File: config.mk
export PLATFORM = sky130hd
export DESIGN_NAME = calc_display_scan
export DESIGN_NICKNAME = d
export VERILOG_FILES = /design/src/rtl/calc_disp_pkg.sv /design/src/rtl/calc_display_scan_decode.sv /design/src/rtl/calc_display_scan.sv
export SDC_FILE = /design/constraint.sdc
export NUM_CORES = 1
export LEC_CHECK = 0
export BUFFER_PORTS_ARGS = -buffer_cell sky130_fd_sc_hd__buf_2
export CAP_MARGIN = 20
export CORE_UTILIZATION = 25
export CTS_CLUSTER_SIZE = 24
export DETAILED_ROUTE_END_ITERATION = 7
export GPL_TIMING_DRIVEN = 0
export PLACE_DENSITY = 0.52
export SYNTH_ARGS = -nofsm -noshare
export SYNTH_HDL_FRONTEND = slang
export SYNTH_SLANG_ARGS = --single-unit
export TNS_END_PERCENT = 50
File: constraint.sdc
create_clock -name i_clk -period 3.35 [get_ports i_clk]
set_input_delay 0.1675 -clock i_clk [delete_from_list [all_inputs] [get_ports i_clk]]
set_output_delay 0.1675 -clock i_clk [all_outputs]
set_load 0.02 [all_outputs]
File: src/rtl/calc_disp_pkg.sv
// Shared types and segment constants for the calculator display scanner.
// Segments are active-low, ordered {g,f,e,d,c,b,a}.
package calc_disp_pkg;

  typedef enum logic [0:0] {
    S_GUARD = 1'b0,
    S_ON    = 1'b1
  } state_t;

  typedef enum logic [1:0] {
    GLYPH_NIB   = 2'd0,
    GLYPH_BLANK = 2'd1,
    GLYPH_E     = 2'd2,
    GLYPH_R     = 2'd3
  } glyph_t;

  localparam logic [3:0] BLANK     = 4'hF;
  localparam logic [6:0] SEG_BLANK = 7'h7F;
  localparam logic [6:0] SEG_DASH  = 7'h3F;
  localparam logic [6:0] SEG_E     = 7'h06;
  localparam logic [6:0] SEG_R     = 7'h2F;

  function automatic logic [6:0] nib2seg(input logic [3:0] nib);
    logic [6:0] seg;
    case (nib)
      4'h0:    seg = 7'h40;
      4'h1:    seg = 7'h79;
      4'h2:    seg = 7'h24;
      4'h3:    seg = 7'h30;
      4'h4:    seg = 7'h19;
      4'h5:    seg = 7'h12;
      4'h6:    seg = 7'h02;
      4'h7:    seg = 7'h78;
      4'h8:    seg = 7'h00;
      4'h9:    seg = 7'h10;
      BLANK:   seg = SEG_BLANK;
      default: seg = SEG_DASH;
    endcase
    return seg;
  endfunction

endpackage

File: src/rtl/calc_display_scan_decode.sv
// Combinational segment decoder: nibble or special glyph (blank, E, r).
module calc_seg_decode
  import calc_disp_pkg::*;
(
  input  logic [3:0] i_nib,
  input  logic [1:0] i_glyph,
  output logic [6:0] o_seg
);

  always_comb begin
    o_seg = SEG_BLANK;
    case (i_glyph)
      GLYPH_NIB: o_seg = nib2seg(i_nib);
      GLYPH_E:   o_seg = SEG_E;
      GLYPH_R:   o_seg = SEG_R;
      default:   o_seg = SEG_BLANK;
    endcase
  end

endmodule

File: src/rtl/calc_display_scan.sv
// 4-digit multiplexed 7-segment scanner for the calculator with per-frame input snapshot.
// Optional blinking of the error pattern: define CALC_DISP_ERR_BLINK_EN.
module calc_display_scan
  import calc_disp_pkg::*;
#(
  parameter int unsigned SCAN_DIV     = 50000,
  parameter int unsigned GUARD_CYC    = 500,
  parameter int unsigned BLINK_FRAMES = 64
) (
  input  logic       i_clk,
  input  logic       i_rst,
  input  logic       i_ansrdy,
  input  logic [3:0] i_ans0,
  input  logic [3:0] i_ans10,
  input  logic [3:0] i_ans100,
  input  logic [3:0] i_ans1000,
  input  logic [3:0] i_num1_0,
  input  logic [3:0] i_num1_1,
  input  logic [3:0] i_num2_0,
  input  logic [3:0] i_num2_1,
  output logic [3:0] o_an,
  output logic [6:0] o_seg,
  output logic       o_dp,
  output logic       o_frame
);

  localparam int unsigned CW = (SCAN_DIV > 1) ? $clog2(SCAN_DIV) : 1;
  localparam logic [CW-1:0] CNT_TC    = CW'(SCAN_DIV - 1);
  localparam logic [CW-1:0] CNT_GUARD = CW'(GUARD_CYC);

  if (SCAN_DIV < 4 || SCAN_DIV > (1 << 20) || GUARD_CYC >= SCAN_DIV || BLINK_FRAMES < 1) begin : g_bad_param
    $error("calc_display_scan: illegal parameter set");
  end

  logic [CW-1:0]   r_cnt;
  logic [CW-1:0]   w_cnt_nxt;
  logic [1:0]      r_idx;
  state_t          r_state;
  state_t          w_state_nxt;
  logic            w_tc;
  logic            w_snap;
  logic [3:0][3:0] r_ans;
  logic [3:0][3:0] r_num;
  logic            r_rdy;
  logic            w_err;
  logic [3:0]      w_sup;
  logic [3:0]      w_nib;
  logic [1:0]      w_glyph;
  logic            w_dp_on;
  logic [6:0]      w_seg;
  logic            w_hide;

  always_comb begin
    w_tc        = (r_cnt == CNT_TC);
    w_snap      = w_tc && (r_idx == 2'd0);
    w_cnt_nxt   = w_tc ? '0 : r_cnt + CW'(1);
    w_state_nxt = (w_cnt_nxt >= CNT_GUARD) ? S_ON : S_GUARD;
  end

  always_ff @(posedge i_clk or posedge i_rst) begin
    if (i_rst) begin
      r_cnt   <= '0;
      r_idx   <= '0;
      r_state <= S_GUARD;
      r_ans   <= {4{BLANK}};
      r_num   <= {4{BLANK}};
      r_rdy   <= 1'b0;
    end else begin
      r_cnt   <= w_cnt_nxt;
      r_state <= w_state_nxt;
      if (w_tc) r_idx <= r_idx - 2'd1;
      if (w_snap) begin
        r_ans <= {i_ans1000, i_ans100, i_ans10, i_ans0};
        r_num <= {i_num1_1, i_num1_0, i_num2_1, i_num2_0};
        r_rdy <= i_ansrdy;
      end
    end
  end

  // A zero is suppressed only while every more-significant digit is zero or blank
  always_comb begin
    w_err    = r_rdy && (r_ans == {4{BLANK}});
    w_sup[3] = (r_ans[3] == 4'h0);
    w_sup[2] = (r_ans[2] == 4'h0) && (r_ans[3] == 4'h0 || r_ans[3] == BLANK);
    w_sup[1] = (r_ans[1] == 4'h0) && (r_ans[3] == 4'h0 || r_ans[3] == BLANK)
                                  && (r_ans[2] == 4'h0 || r_ans[2] == BLANK);
    w_sup[0] = 1'b0;
  end

  always_comb begin
    w_nib   = r_num[r_idx];
    w_glyph = GLYPH_NIB;
    w_dp_on = (r_idx == 2'd2);
    if (r_rdy) begin
      w_nib   = r_ans[r_idx];
      w_dp_on = 1'b0;
      if (w_err) begin
        w_glyph = (r_idx == 2'd3) ? GLYPH_BLANK : (r_idx == 2'd2) ? GLYPH_E : GLYPH_R;
      end else if (w_sup[r_idx]) begin
        w_glyph = GLYPH_BLANK;
      end
    end
  end

  calc_seg_decode u_dec (
    .i_nib   (w_nib),
    .i_glyph (w_glyph),
    .o_seg   (w_seg)
  );

`ifdef CALC_DISP_ERR_BLINK_EN
  localparam int unsigned BW = (BLINK_FRAMES > 1) ? $clog2(BLINK_FRAMES) : 1;
  logic [BW-1:0] r_bcnt;
  logic          r_bon;
  logic          w_err_in;

  assign w_err_in = i_ansrdy && ({i_ans1000, i_ans100, i_ans10, i_ans0} == {4{BLANK}});

  // Phase restarts "on" on the frame the error first appears in the snapshot
  always_ff @(posedge i_clk or posedge i_rst) begin
    if (i_rst) begin
      r_bcnt <= '0;
      r_bon  <= 1'b1;
    end else if (w_snap) begin
      if (w_err_in && !w_err) begin
        r_bcnt <= '0;
        r_bon  <= 1'b1;
      end else if (r_bcnt == BW'(BLINK_FRAMES - 1)) begin
        r_bcnt <= '0;
        r_bon  <= ~r_bon;
      end else begin
        r_bcnt <= r_bcnt + BW'(1);
      end
    end
  end

  assign w_hide = w_err && !r_bon;
`else
  assign w_hide = 1'b0;
`endif

  always_ff @(posedge i_clk or posedge i_rst) begin
    if (i_rst) begin
      o_an    <= 4'hF;
      o_seg   <= SEG_BLANK;
      o_dp    <= 1'b1;
      o_frame <= 1'b0;
    end else begin
      o_frame <= w_snap;
      if (r_state == S_ON && !w_hide) begin
        o_an  <= ~(4'b0001 << r_idx);
        o_seg <= w_seg;
        o_dp  <= ~w_dp_on;
      end else begin
        o_an  <= 4'hF;
        o_seg <= SEG_BLANK;
        o_dp  <= 1'b1;
      end
    end
  end

endmodule

After elaboration in Yosys (flattened, before gate mapping)
Memory sizes are Yosys's and may differ from the RTL's.
Cells that the tools add are included.
{"block": "op_classes", "n_addsub": 2, "n_lt_le_gt_ge": 2, "eq_ne": 8, "shifts": 1, "mux": 19, "bitwise": 2, "n_reduce_logical": 12}
{"operator": "$eq A16 B16 Y1 const B", "n": 2}
{"operator": "$pmux W7 S3", "n": 1}
{"operator": "$add A16 B1 Y16 const B", "n": 1}
{"operator": "$bmux W4 S2", "n": 2}
{"operator": "$ge A16 B9 Y1 const B", "n": 1}
{"operator": "$mux W16", "n": 1}
{"operator": "$mux W4", "n": 4}
{"operator": "$logic_not A4 Y1", "n": 3}
{"operator": "$eq A2 B2 Y1 const B", "n": 4}
{"operator": "$eq A4 B4 Y1 const B", "n": 2}
{"operator": "$mux W7", "n": 1}
{"operator": "$mux W1", "n": 6}
{"operator": "$mux W2", "n": 3}
{"operator": "$logic_and A1 B1 Y1", "n": 5}
{"operator": "$logic_not A2 Y1", "n": 2}
{"operator": "$not A4 Y4", "n": 1}
{"operator": "$shl A1 B2 Y4 const A", "n": 1}
{"operator": "$lt A2 B3 Y1 const B", "n": 1}
{"operator": "$bmux W1 S2", "n": 1}
{"operator": "$logic_or A1 B1 Y1", "n": 2}
{"operator": "$sub A2 B1 Y2 const B", "n": 1}
{"operator": "$not A1 Y1", "n": 1}
{"block": "totals", "reg_bits": 65, "rom_bits": 112, "mem_count": 1}
{"memory": "(name not given)", "words": 16, "word_bits": 7, "read_ports": 1, "rd_ports_with_merged_regs": 0, "wr": 0, "line": "calc_disp_pkg.sv:25", "rtl": "case (nib)"}

Logic depth before layout (Yosys ltp)
Gate-level depths: netlist (run 1).
{"block": "logic_depth", "ltp_word": 12, "depth_mapped": 9, "ltp_nobuf": 8}

Cells and area by module
From an unflattened synthesis (run 1), not the netlist that was laid out.
{"block": "unflattened", "cells_unflattened": 271, "hier_area_um2": 3457.1}
{"module": "calc_display_scan", "instances": 1, "cells_each": 235, "area_each_um2": 3214.3, "seq_area_each_um2": 1681.6}
{"module": "calc_seg_decode", "instances": 1, "cells_each": 36, "area_each_um2": 242.7, "seq_area_each_um2": 0.0}

Worst setup path before layout (run 1)
OpenSTA, ideal clock, no wires.
{"block": "synth_timing", "path_type": "register to register", "startpoint": "register r_rdy", "endpoint": "register o_seg[0]", "setup_time_ns": 0.100, "arrival_time_ns": 2.115, "required_time_ns": 3.250, "slack_ns": 1.135, "stages_incl_launch_ff": 9, "path_buffers": 1, "path_cell_list": "dfrtp_1 buf_4 mux4_1 mux2i_1 inv_1 ha_1 and2b_4 a211oi_1 o21ai_1"}
{"block": "synth_between", "elab_chain_len": 6, "elab_cells_between_ends": 10, "cone_classes": "2 x eq/ne; 5 x mux; 2 x reduce/logical; 1 x memory"}
{"element": "from (decl)", "line": "calc_display_scan.sv:44", "rtl": "logic r_rdy;"}
{"element": "from (signal assigned)", "line": "calc_display_scan.sv:75", "rtl": "r_rdy <= i_ansrdy;"}
{"element": "parallel branches: the longest is 4 deep, another holds $mem_v2 Z16 W7"}
{"element": "$pmux W7 S3 (*)", "line": "calc_display_scan_decode.sv:12", "rtl": "case (i_glyph)"}
{"element": "$mux W7 (*)", "line": "calc_display_scan.sv:150", "rtl": "if (r_state == S_ON && !w_hide) begin"}
{"element": "to (signal assigned)", "line": "calc_display_scan.sv:152", "rtl": "o_seg <= w_seg;"}
{"element": "to (decl)", "line": "calc_display_scan.sv:22", "rtl": "output logic [6:0] o_seg,"}
Every way passes the cells marked *.
A chain may end at the register's enable or synchronous reset.

Final worst setup path (run 1)
Ends and elaborated chain as after synthesis.

==> reports/results.ini, run 1 <==
[clock_network]
clock_latency_ns=0.33
cts_max_level=3
cts_tree=yes
clkTransAtPathRegs_ns=0.06
cts_setup_buffers=0
cts_root_buf=clkbuf_16
cts_buffer_depth=2
cts-resized-gates=0
clkSinkCount=65
ctsHoldBuffers=0
cts_buffers=9

[setup_path]
worstSetupStartpoint=r_rdy$_DFFE_PP0P_
setup.worst_path.end=o_seg[0]$_DFF_PP1_
ff2ff_path_depth=8
end_kind=flop
cp.required_ns=3.58
critPathMaxFanout=10
worstReg2RegEnd=o_seg[0]$_DFF_PP1_
worst_setup_path_start_kind=flop
reg2reg_slack_ns=0.81
critPathArrivalTime_ns=2.77
r2r-start=r_rdy$_DFFE_PP0P_
worstSetupPathType=flop to flop

[yosys]
synth-async-reset-ratio_pct=100
ys_seq_elements=65
syn_inst=262
syn-num-nets=309
ys.flop_type=dfstp_2
ys_seq_area_share_pct=50.3
synth_edf_count=0
synthAdderAreaFrac_pct=4.49
synthesis.area_mm2=0.00334
synth.avg_cell_area_um2=12.8
yosys_warnings=0
synth_xor_area_share_pct=3.93
muxShareOfSynthArea_pct=20.3
synth_simple_gate_area_share_pct=14.3
synth_compound_area_share_pct=3.97
synth_top_family_by_area=multiplexers
synth_cell_type_count=51

[power_and_ir_drop]
swShare_pct=23.0
ir_drop_mv=0.189
power_mw=1.86
p_int_mw=1.43
p_sw_uw=429
leakagePower_nw=1.72
combPwrFrac_pct=6.1
cellPowerDensity_mw_per_mm2=453
clkPwrFrac_pct=48.9
p_seq_share_pct=45.0

[timing]
slew_violations=0
setup_viol=0
timing.slew.headroom_pct=55.0
rsz0062_at_grt=no
final_hold_viol_count=0
clock_skew_ns=0.00690
tns_ns=0
max_clock_freq_ghz=0.394
final.period_utilization_pct=75.8
period_needed_ns=2.54
tightest_slew_ns=0.669

[global_routing]
grt-ovfl-total=0
grt_pass1_wl_mm=12.0
grt_antenna_before_repair=0
grt_max_degree=39
grt_pass1_vias=2306
track_usage_pct=11.0

[detailed_routing]
dr_wl_met2_mm=3.10
routed_wl_mm=6.99
highest_layer=met4
drt-vias-per-instance=4.40
met3WireLength_um=387
wl_per_cell_um=14.0
drtIter0Drc=63
vias=2192
dr.pass1.iters=5
wl_met1_mm=3.39
drc_errors=0
ant_nets=0

[place]
io_buffers=47
gp_congestion=0.798
dp_hpwl_mm=5.25

[die]
die_h_um=118
die-area_mm2=0.0138
io_pins=48
placeableCoreArea_mm2=0.0128
core.rowCount=41
fp.dieW_um=118
initial_utilization_pct=26.1

[outcome]
outcome=complete, no violations

[layout]
n_fill_cell=1332
syn2layout_area_growth_pct=23.0
num_antenna_cells=0
fin_nets=368
drive_gt1_share_pct=45.4

[min_path]
hold_class=input pin to flop

[run]
cap_violations=0

## worst min-delay path by stage
stage | slack [ns] | startpoint | cells after the start | to
final | 0.05 | i_ans100[1] | 2 | r_ans[9]$_DFFE_PP1P_
after global routing | 0.04 | i_ans100[2] | 2 | r_ans[10]$_DFFE_PP1P_
after CTS | 0.04 | i_ans100[2] | 2 | r_ans[10]$_DFFE_PP1P_
after detailed placement | 0.39 | i_ans100[2] | 2 | r_ans[10]$_DFFE_PP1P_
after global placement | 0.38 | i_num2_0[1] | 2 | r_num[1]$_DFFE_PP1P_
after floorplan | 0.30 | i_ansrdy | 1 | r_rdy$_DFFE_PP0P_
## power by group through the flow
stage | Sequential [mW] | Combinational [mW] | Clock, mW
6_report | 0.838 | 0.114 | 0.911
5_1_grt | 0.842 | 0.129 | 0.973
4_1_cts | 0.839 | 0.117 | 0.936
3_5_place_dp | 0.851 | 0.117 | 0
3_3_place_gp | 0.850 | 0.113 | 0
2_1_floorplan | 0.843 | 0.0768 | 0
## logic make-up (layout without fill, tap and decap cells)
| family | after synthesis | count (layout) |
|---|---|---|
| fa+ha+maj | 12 | 12 |
| compound gates | 20 | 20 |
| mux | 50 | 50 |
| buf+inv | 17 | 81 |
| flops | 65 | 65 |
| xor+xnor | 15 | 15 |
| simple gates | 83 | 83 |
## registers in the layout (all words and copies together) (netlist names)
| name | cells |
|---|---|
| r_rdy | 1 |
| r_idx | 2 |
| o_frame | 1 |
| r_state | 1 |
| o_an | 4 |
| r_ans | 16 |
| r_cnt | 16 |
| r_num | 16 |
| o_seg | 7 |
| o_dp | 1 |
## Yosys cell counts (all sizes together) (5+ instances only)
| cell | n | share of area (%) |
|---|---|---|
| buf | 8 | 1.6 |
| dfrtp | 21 | 16 |
| dfstp | 44 | 35 |
| ha | 12 | 4.5 |
| inv | 8 | 0.90 |
| mux2 | 37 | 13 |
| mux2i | 5 | 1.5 |
| mux4 | 8 | 6.1 |
| nand2 | 16 | 1.8 |
| nand3 | 8 | 1.3 |
| nand4 | 7 | 1.3 |
| nor2 | 15 | 1.7 |
| nor2b | 5 | 1.0 |
| nor3 | 8 | 1.2 |
| nor4 | 6 | 1.3 |
| o21ai | 7 | 1.0 |
| xor2 | 11 | 2.9 |
## layer usage
metal,global-route usage [%],up-vias
li1,-,1069
met1,15.0,1070
met2,16.1,47
met3,3.34,6
met4,4.57,0
met5,0,-
## worst max-delay path, cell delays in order (launching register included)
cell and delay [ns]:
dfrtp_1 0.44, buf_4 0.24, mux4_1 0.60, mux2i_1 0.43
inv_1 0.13, ha_1 0.20, and2b_4 0.16, a211oi_1 0.16
o21ai_1 0.08
## cell usage in the layout (no fill, tap or decap), drive strengths merged, types with 2 or more instances in the layout
cell,instances
nor2b,5
mux4,8
a21oi,3
or4,4
mux2,37
nor2,15
nor3,8
clkinv,3
and2,2
o21ai,7
inv,10
ha,12
nand4,7
or3,2
o211ai,2
mux2i,5
nand2,16
nand3,8
nor4,6
dfstp,44
xnor2,4
buf,56
dfrtp,21
or2,3
xor2,11
clkbuf,11
nor3b,2
## through the flow
step | instance area (um2) | hold slack (ns) | utilization [%] | setup slack [ns] | std cells
floorplan | 3340 | 0.299 | - | 1.14 | 262
global placement | 3790 | 0.385 | 29.6 | 0.704 | 481
detailed placement | 3810 | 0.388 | 29.7 | 0.797 | 482
CTS | 4110 | 0.0414 | 32.1 | 0.783 | 498
global route | 4110 | 0.0402 | 32.1 | 0.608 | 498
finish | 4110 | 0.0517 | 32.1 | 0.809 | 498
## cell type report
class | instances | area, um2 | area share, %
buffer | 9 | 60.1 | 1.46
clock buffer | 10 | 250 | 6.09
clock inverter | 6 | 48.8 | 1.19
inverter | 8 | 30.0 | 0.730
multi-input combinational | 180 | 1570 | 38.2
sequential | 65 | 1680 | 40.9
tap | 172 | 215 | 5.23
timing repair buffer | 48 | 255 | 6.21
Note: power is estimated with default switching activity, not from simulation.
==> run 2: changes to the inputs <==
==> constraint.sdc (replaced) <==
create_clock -name i_clk -period 2.6 [get_ports i_clk]
set_input_delay 0.13 -clock i_clk [delete_from_list [all_inputs] [get_ports i_clk]]
set_output_delay 0.13 -clock i_clk [all_outputs]
set_load 0.02 [all_outputs]
==> reports/results.ini, run 2 (synthesis results as in run 1) <==
[outcome]
outcome=complete, no violations  ; unchanged

[timing]
period_needed_ns=2.37  ; was 2.54 ns
clock_skew_ns=0.00798  ; was 0.00690 ns
fin_ws_ns=0.233  ; was 0.809 ns
tightest_slew_ns=0.666  ; was 0.669 ns
timing.slew.headroom_pct=55.2  ; was 55.0%
final.period_utilization_pct=91.1  ; was 75.8%
setup_viol=0  ; unchanged
rsz0062_at_grt=no  ; unchanged
slew_violations=0  ; unchanged
final_hold_viol_count=0  ; unchanged
max_clock_freq_ghz=0.422  ; was 0.394 GHz

[power_and_ir_drop]
swShare_pct=23.0  ; about the same
cellPowerDensity_mw_per_mm2=582  ; was 453 mW/mm2
combPwrFrac_pct=6.2  ; was 6.1%
leakagePower_nw=1.72  ; about the same
p_int_mw=1.85  ; was 1.43 mW
p_seq_share_pct=45.0  ; about the same
power_mw=2.40  ; was 1.86 mW
p_sw_uw=552  ; was 429 uW
clkPwrFrac_pct=48.8  ; was 48.9%
ir_drop_mv=0.243  ; was 0.189 mV

[layout]
num_antenna_cells=0  ; unchanged
largestRegisters=r_ans x16, r_cnt x16, r_num x16  ; unchanged
drive_gt1_share_pct=45.7  ; was 45.4%
fin_area_mm2=0.00412  ; was 0.00411 mm2
most-common-layout-cells=buf_2, dfstp_2, dfrtp_1, mux2_1, nand2_1  ; unchanged
n_fill_cell=1329  ; was 1332
fin_nets=368  ; unchanged
fin_cells=498  ; unchanged
syn2layout_area_growth_pct=23.4  ; was 23.0%
multi_input_area_mm2=0.00158  ; was 0.00157 mm2
utilization_pct=32.2  ; was 32.1%
layout_commonest_cell=buf_2  ; unchanged
regArea_mm2=0.00168  ; unchanged

[detailed_routing]
wl_per_cell_um=14.1  ; was 14.0 um
drtIter0Drc=62  ; was 63
vias=2188  ; was 2192
drt-vias-per-instance=4.39  ; was 4.40
ant_nets=0  ; unchanged
dr.pass1.iters=5  ; unchanged
drc_errors=0  ; unchanged
routed_wl_mm=7.02  ; was 6.99 mm

[die]
fp.dieW_um=118  ; unchanged
io_pins=48  ; unchanged
die_h_um=118  ; unchanged
initial_utilization_pct=26.1  ; unchanged
core.rowCount=41  ; unchanged
die-area_mm2=0.0138  ; unchanged
placeableCoreArea_mm2=0.0128  ; unchanged

[min_path]
hold_class=input pin to flop  ; unchanged
hold_path_startpoint=i_ans100[1]  ; unchanged
min_to=r_ans[9]$_DFFE_PP1P_  ; unchanged
whs_path_depth=2  ; unchanged

[setup_path]
cp_cell_sequence=buf_4 -> mux4_1 -> mux2i_4 -> inv_1 -> ha_1 -> and2b_4 -> a211oi_1 -> o21ai_1  ; was buf_4 -> mux4_1 -> mux2i_1 -> inv_1 -> ha_1 -> and2b_4 -> a211oi_1 -> o21ai_1
worst_path_largest_cell_delay_ns=0.64  ; was 0.60 ns
critPathMaxFanout=10  ; unchanged
reg2reg_slack_ns=0.23  ; was 0.81 ns
end_kind=flop  ; unchanged
worst_setup_path_start_kind=flop  ; unchanged
worstReg2RegEnd=o_seg[0]$_DFF_PP1_  ; unchanged
worstSetupPathType=flop to flop  ; unchanged
worstSetupStartpoint=r_rdy$_DFFE_PP0P_  ; unchanged
ff2ff_path_depth=8  ; unchanged
critPathArrivalTime_ns=2.59  ; was 2.77 ns
cp.required_ns=2.83  ; was 3.58 ns
cpMaxStageDelayCell=mux4_1  ; unchanged
critPathBufInv=2  ; unchanged
r2r-start=r_rdy$_DFFE_PP0P_  ; unchanged
path_delay_family=multiplexers  ; unchanged

[place]
dp.cells=482  ; unchanged
dp_hpwl_mm=5.25  ; unchanged
gp_congestion=0.798  ; unchanged
placedInstanceArea_mm2=0.00381  ; unchanged
pre_cts_slack_ns=0.0470  ; was 0.797 ns
io_buffers=47  ; unchanged

[clock_network]
cts_tree=yes  ; unchanged
ctsHoldBuffers=0  ; unchanged
cts_max_level=3  ; unchanged
cts-resized-gates=0  ; unchanged
clkSinkCount=65  ; unchanged
clock_latency_ns=0.33  ; about the same
cts_root_buf=clkbuf_16  ; unchanged
cts_buffer_depth=2  ; unchanged
clkTransAtPathRegs_ns=0.06  ; about the same
cts_buffers=9  ; unchanged
cts_setup_buffers=0  ; unchanged

[global_routing]
grt-ovfl-total=0  ; unchanged
grt_max_degree=39  ; unchanged
grt_pass1_wl_mm=12.0  ; unchanged
track_usage_pct=11.0  ; unchanged
grt_antenna_before_repair=0  ; unchanged
grt_pass1_vias=2306  ; unchanged

[run]
cap_violations=0  ; unchanged

[run 2: cell counts in the layout (fill, tap and decap cells not counted)]
Identical to the previous run, type by type.
[run 2: layout make-up]
class	instances	share of cell area, %
sequential	65	40.8
multi-input combinational	180	38.4
timing repair buffer	48	6.19
clock buffer	10	6.07
tap	172	5.22
buffer	9	1.46
clock inverter	6	1.18
inverter	8	0.728
[run 2: worst max path at each step]
stage                    endpoint  cells past startpoint  slack (ns)
2_1_floorplan  o_seg[0]$_DFF_PP1_                      8        0.39
3_3_place_gp    o_frame$_DFF_PP0_                      2      -0.009
3_5_place_dp   o_seg[0]$_DFF_PP1_                      8        0.05
4_1_cts        o_seg[0]$_DFF_PP1_                      8        0.03
5_1_grt        o_seg[0]$_DFF_PP1_                      8        0.09
6_report       o_seg[0]$_DFF_PP1_                      8        0.23
[run 2: power groups by stage]
stage	registers (mW)	clock network, mW	logic (mW)
final	1.08	1.17	0.150
after global routing	1.08	1.25	0.168
after CTS	1.08	1.21	0.151
after detailed placement	1.10	0	0.151
after global placement	1.10	0	0.146
after floorplan	1.09	0	0.0989
[run 2: stage by stage]
stage / hold slack [ns] / setup TNS (ns)
finish: 0.0138 / 0
CTS: 0.00390 / 0
global placement: 0.347 / -0.116
detailed placement: 0.351 / 0
floorplan: 0.262 / 0
global route: 0.00265 / 0
[run 2: routing by layer]
metal / part of all wire, % / global-route usage [%] / wire length [um]
met2: 44 / 16.1 / 3120
met3: 5.6 / 3.34 / 391
met4: 1.5 / 4.57 / 108
met1: 48 / 15.0 / 3400
met5: 0 / 0 / 0
==> run 3: changes to the inputs <==
--- a/config.mk
+++ b/config.mk
@@ -5,7 +5,8 @@
 export SDC_FILE = /design/constraint.sdc
 export NUM_CORES = 1
 export LEC_CHECK = 0
-export BUFFER_PORTS_ARGS = -buffer_cell sky130_fd_sc_hd__buf_2
+export ABC_AREA = 1
+export BUFFER_PORTS_ARGS = -buffer_cell sky130_fd_sc_hd__clkbuf_2
 export CAP_MARGIN = 20
 export CORE_UTILIZATION = 25
 export CTS_CLUSTER_SIZE = 24
==> reports/results.ini, run 3 <==
[outcome]
outcome=complete, no violations  ; unchanged

[timing]
setup_viol=0  ; unchanged
hold_ws_ns=0.00590  ; was 0.0138 ns
clock_skew_ns=0.00717  ; was 0.00798 ns
final_hold_viol_count=0  ; unchanged
fin_ws_ns=0.635  ; was 0.233 ns
tightest_slew_ns=0.698  ; was 0.666 ns
max_clock_freq_ghz=0.509  ; was 0.422 GHz
final.period_utilization_pct=75.6  ; was 91.1%
tns_ns=0  ; unchanged
timing.slew.headroom_pct=53.4  ; was 55.2%
period_needed_ns=1.97  ; was 2.37 ns
slew_violations=0  ; unchanged
rsz0062_at_grt=no  ; unchanged

[layout]
most-common-layout-cells=nand2_1, inv_1, clkbuf_2, dfstp_2, nor2_1  ; was buf_2, dfstp_2, dfrtp_1, mux2_1, nand2_1
layout_commonest_cell=nand2_1  ; was buf_2
largestRegisters=r_ans x16, r_cnt x16, r_num x16  ; unchanged
fin_nets=595  ; was 368
drive_gt1_share_pct=32.5  ; was 45.7%
syn2layout_area_growth_pct=26.7  ; was 23.4%
utilization_pct=32.7  ; was 32.2%
num_antenna_cells=0  ; unchanged

[power_and_ir_drop]
power_mw=2.27  ; was 2.40 mW
leakagePower_nw=2.41  ; was 1.72 nW
cellPowerDensity_mw_per_mm2=477  ; was 582 mW/mm2
ir_drop_mv=0.261  ; was 0.243 mV

[die]
placeableCoreArea_mm2=0.0146  ; was 0.0128 mm2
die-area_mm2=0.0155  ; was 0.0138 mm2
fp.dieW_um=125  ; was 118 um
io_pins=48  ; unchanged
die_h_um=125  ; was 118 um
initial_utilization_pct=25.8  ; was 26.1%
core.rowCount=44  ; was 41

[yosys]
synth_compound_area_share_pct=8.85  ; was 3.97%
syn-num-nets=513  ; was 309
synthesis.area_mm2=0.00376  ; was 0.00334 mm2
synth-async-reset-ratio_pct=100  ; unchanged
synth_top_area_share_pct=30.7  ; was 34.6%
synth_cell_type_count=30  ; was 51
ys_top_cells_by_area=dfstp_2, nand2_1, dfrtp_1  ; was dfstp_2, dfrtp_1, mux2_1
ys_seq_elements=65  ; unchanged
synth_simple_gate_area_share_pct=31.6  ; was 14.3%
synth_top_family_by_area=simple AND/OR/NAND/NOR gates  ; was multiplexers
synthAdderAreaFrac_pct=3.99  ; was 4.49%
yosys_warnings=0  ; unchanged
muxShareOfSynthArea_pct=0  ; was 20.3%
synth_edf_count=0  ; unchanged
syn_inst=466  ; was 262
ys.flop_type=dfstp_2  ; unchanged
yosys-top-cells-count=nand2_1, inv_1, dfstp_2  ; was dfstp_2, dfrtp_1, mux2_1
ys_seq_area_share_pct=44.7  ; was 50.3%
synth_xor_area_share_pct=1.40  ; was 3.93%
synth_top_area_cell=dfstp_2  ; unchanged
synth_most_common_cell=nand2_1  ; was dfstp_2
synth.avg_cell_area_um2=8.07  ; was 12.8 um2

[clock_network]
cts_buffer_depth=2  ; unchanged
clkTransAtPathRegs_ns=0.05  ; was 0.06 ns
cts_buffers=9  ; unchanged
cts_max_level=3  ; unchanged
clock_latency_ns=0.32  ; was 0.33 ns
ctsHoldBuffers=23  ; was 0
cts_setup_buffers=0  ; unchanged
clkSinkCount=65  ; unchanged
cts_root_buf=clkbuf_16  ; unchanged
cts-resized-gates=0  ; unchanged
cts_tree=yes  ; unchanged

[global_routing]
track_usage_pct=12.6  ; was 11.0%
grt-ovfl-total=0  ; unchanged
grt_max_degree=35  ; was 39
grt_pass1_vias=3269  ; was 2306
grtUsageMet3_pct=2.92  ; was 3.34%
grt_antenna_before_repair=0  ; unchanged
grt_pass1_wl_mm=15.6  ; was 12.0 mm
grt.busiest_layer=met2  ; unchanged
gr-usage-met1_pct=15.9  ; was 15.0%
use_met2_pct=21.1  ; was 16.1%

[place]
dp_hpwl_mm=6.86  ; was 5.25 mm
pre_cts_slack_ns=0.639  ; was 0.0470 ns
gp_congestion=0.833  ; was 0.798
io_buffers=47  ; unchanged

[setup_path]
worst_setup_path_start_kind=flop  ; unchanged
critPathArrivalTime_ns=2.22  ; was 2.59 ns
cp_cell_sequence=buf_2 -> o211ai_1 -> nand2_1 -> nand2_1 -> nand2_1 -> inv_1 -> ha_1 -> nand3_1 -> nand2_1 -> nand2_1 -> nand2_1 -> nand2_1  ; was buf_4 -> mux4_1 -> mux2i_4 -> inv_1 -> ha_1 -> and2b_4 -> a211oi_1 -> o21ai_1
worst_path_largest_cell_delay_ns=0.44  ; was 0.64 ns
critPathBufInv=2  ; unchanged
r2r-start=r_idx[1]$_DFFE_PP0N_  ; was r_rdy$_DFFE_PP0P_
cpMaxStageDelayCell=dfrtp_1  ; was mux4_1
path_delay_family=simple AND/OR/NAND/NOR gates  ; was multiplexers
path_common_cell=nand2_1
worstSetupPathType=flop to flop  ; unchanged
worstSetupStartpoint=r_idx[1]$_DFFE_PP0N_  ; was r_rdy$_DFFE_PP0P_
critPathMaxFanout=10  ; unchanged
end_kind=flop  ; unchanged
cp.required_ns=2.86  ; was 2.83 ns

[detailed_routing]
drc_errors=0  ; unchanged
ant_nets=0  ; unchanged
routed_wl_mm=8.99  ; was 7.02 mm
vias=3154  ; was 2188
wl_per_cell_um=12.2  ; was 14.1 um
dr.pass1.iters=4  ; was 5
drtIter0Drc=163  ; was 62
drt-vias-per-instance=4.28  ; was 4.39

[run]
cap_violations=0  ; unchanged

[min_path]
hold_class=input pin to flop  ; unchanged
hold_path_startpoint=i_ans100[1]  ; unchanged

[run 3: cell types whose count changed in the layout (fill, tap and decap cells not counted), moves of 10 or more]
| cell | change |
|---|---|
| inv_1 | +46 |
| o21ai_2 | +16 |
| nand3_1 | +24 |
| dlygate4sd3_1 | +23 |
| mux2_1 | -20 |
| nand2_1 | +131 |
| clkbuf_2 | +46 |
| nand2_2 | +33 |
| nor2_1 | +23 |
| mux2_2 | -15 |
| buf_2 | -47 |
| o211ai_1 | +10 |
[run 3: layout make-up]
| class | instances | area [um2] |
|---|---|---|
| timing repair buffer | 71 | 485 |
| inverter | 60 | 238 |
| sequential | 65 | 1680 |
| tap | 184 | 230 |
| buffer | 11 | 119 |
| clock buffer | 13 | 250 |
| multi-input combinational | 330 | 1720 |
| clock inverter | 3 | 40.0 |
| fill | 1525 | 9820 |
[run 3: cell families after synthesis]
group           count (synthesis)
fa+ha+maj                      12
compound gates                 47
flops                          65
buf+inv                        71
simple gates                  265
xor+xnor                        6
[run 3: through the flow]
step | area, um2 | std cells
2_1_floorplan | 3760 | 466
3_3_place_gp | 4230 | 697
3_5_place_dp | 4250 | 698
4_1_cts | 4770 | 737
5_1_grt | 4770 | 737
6_report | 4770 | 737
[run 3: worst min-delay path, delay by kind of cell]
kind | cells | cell delay [ns]
AND/OR/NAND/NOR | 1 | 0.06
buffers and inverters | 1 | 0.09
AO/OA/AOI/OAI | 1 | 0.04
[run 3: routing by layer]
metal / vias up / routed length, um
met2: 52 / 4420
met3: 9 / 363
met1: 1472 / 4100
met4: 0 / 112
li1: 1621 / -
met5: - / 0
[run 3: worst paths after layout]
check | depth (start not counted) | slack [ns] | end
max | 12 | 0.63 | o_seg[3]$_DFF_PP1_
min | 3 | 0.006 | r_ans[9]$_DFFE_PP1P_
max reg2reg | 12 | 0.63 | o_seg[3]$_DFF_PP1_
min reg2reg | 2 | 0.47 | r_num[2]$_DFFE_PP1P_
max in group asynchronous | 4 | 1.45 | r_ans[3]$_DFFE_PP1P_
min in group asynchronous | 3 | 0.46 | r_cnt[13]$_DFF_PP0_
[run 3: power by group]
part	leakage, nW	internal (mW)	switching (mW)	total (mW)
Clock	0.144	0.765	0.411	1.18
Sequential	0.737	1.02	0	1.02
Combinational	1.53	0.0435	0.0367	0.0802
Total	2.41	1.82	0.448	2.27
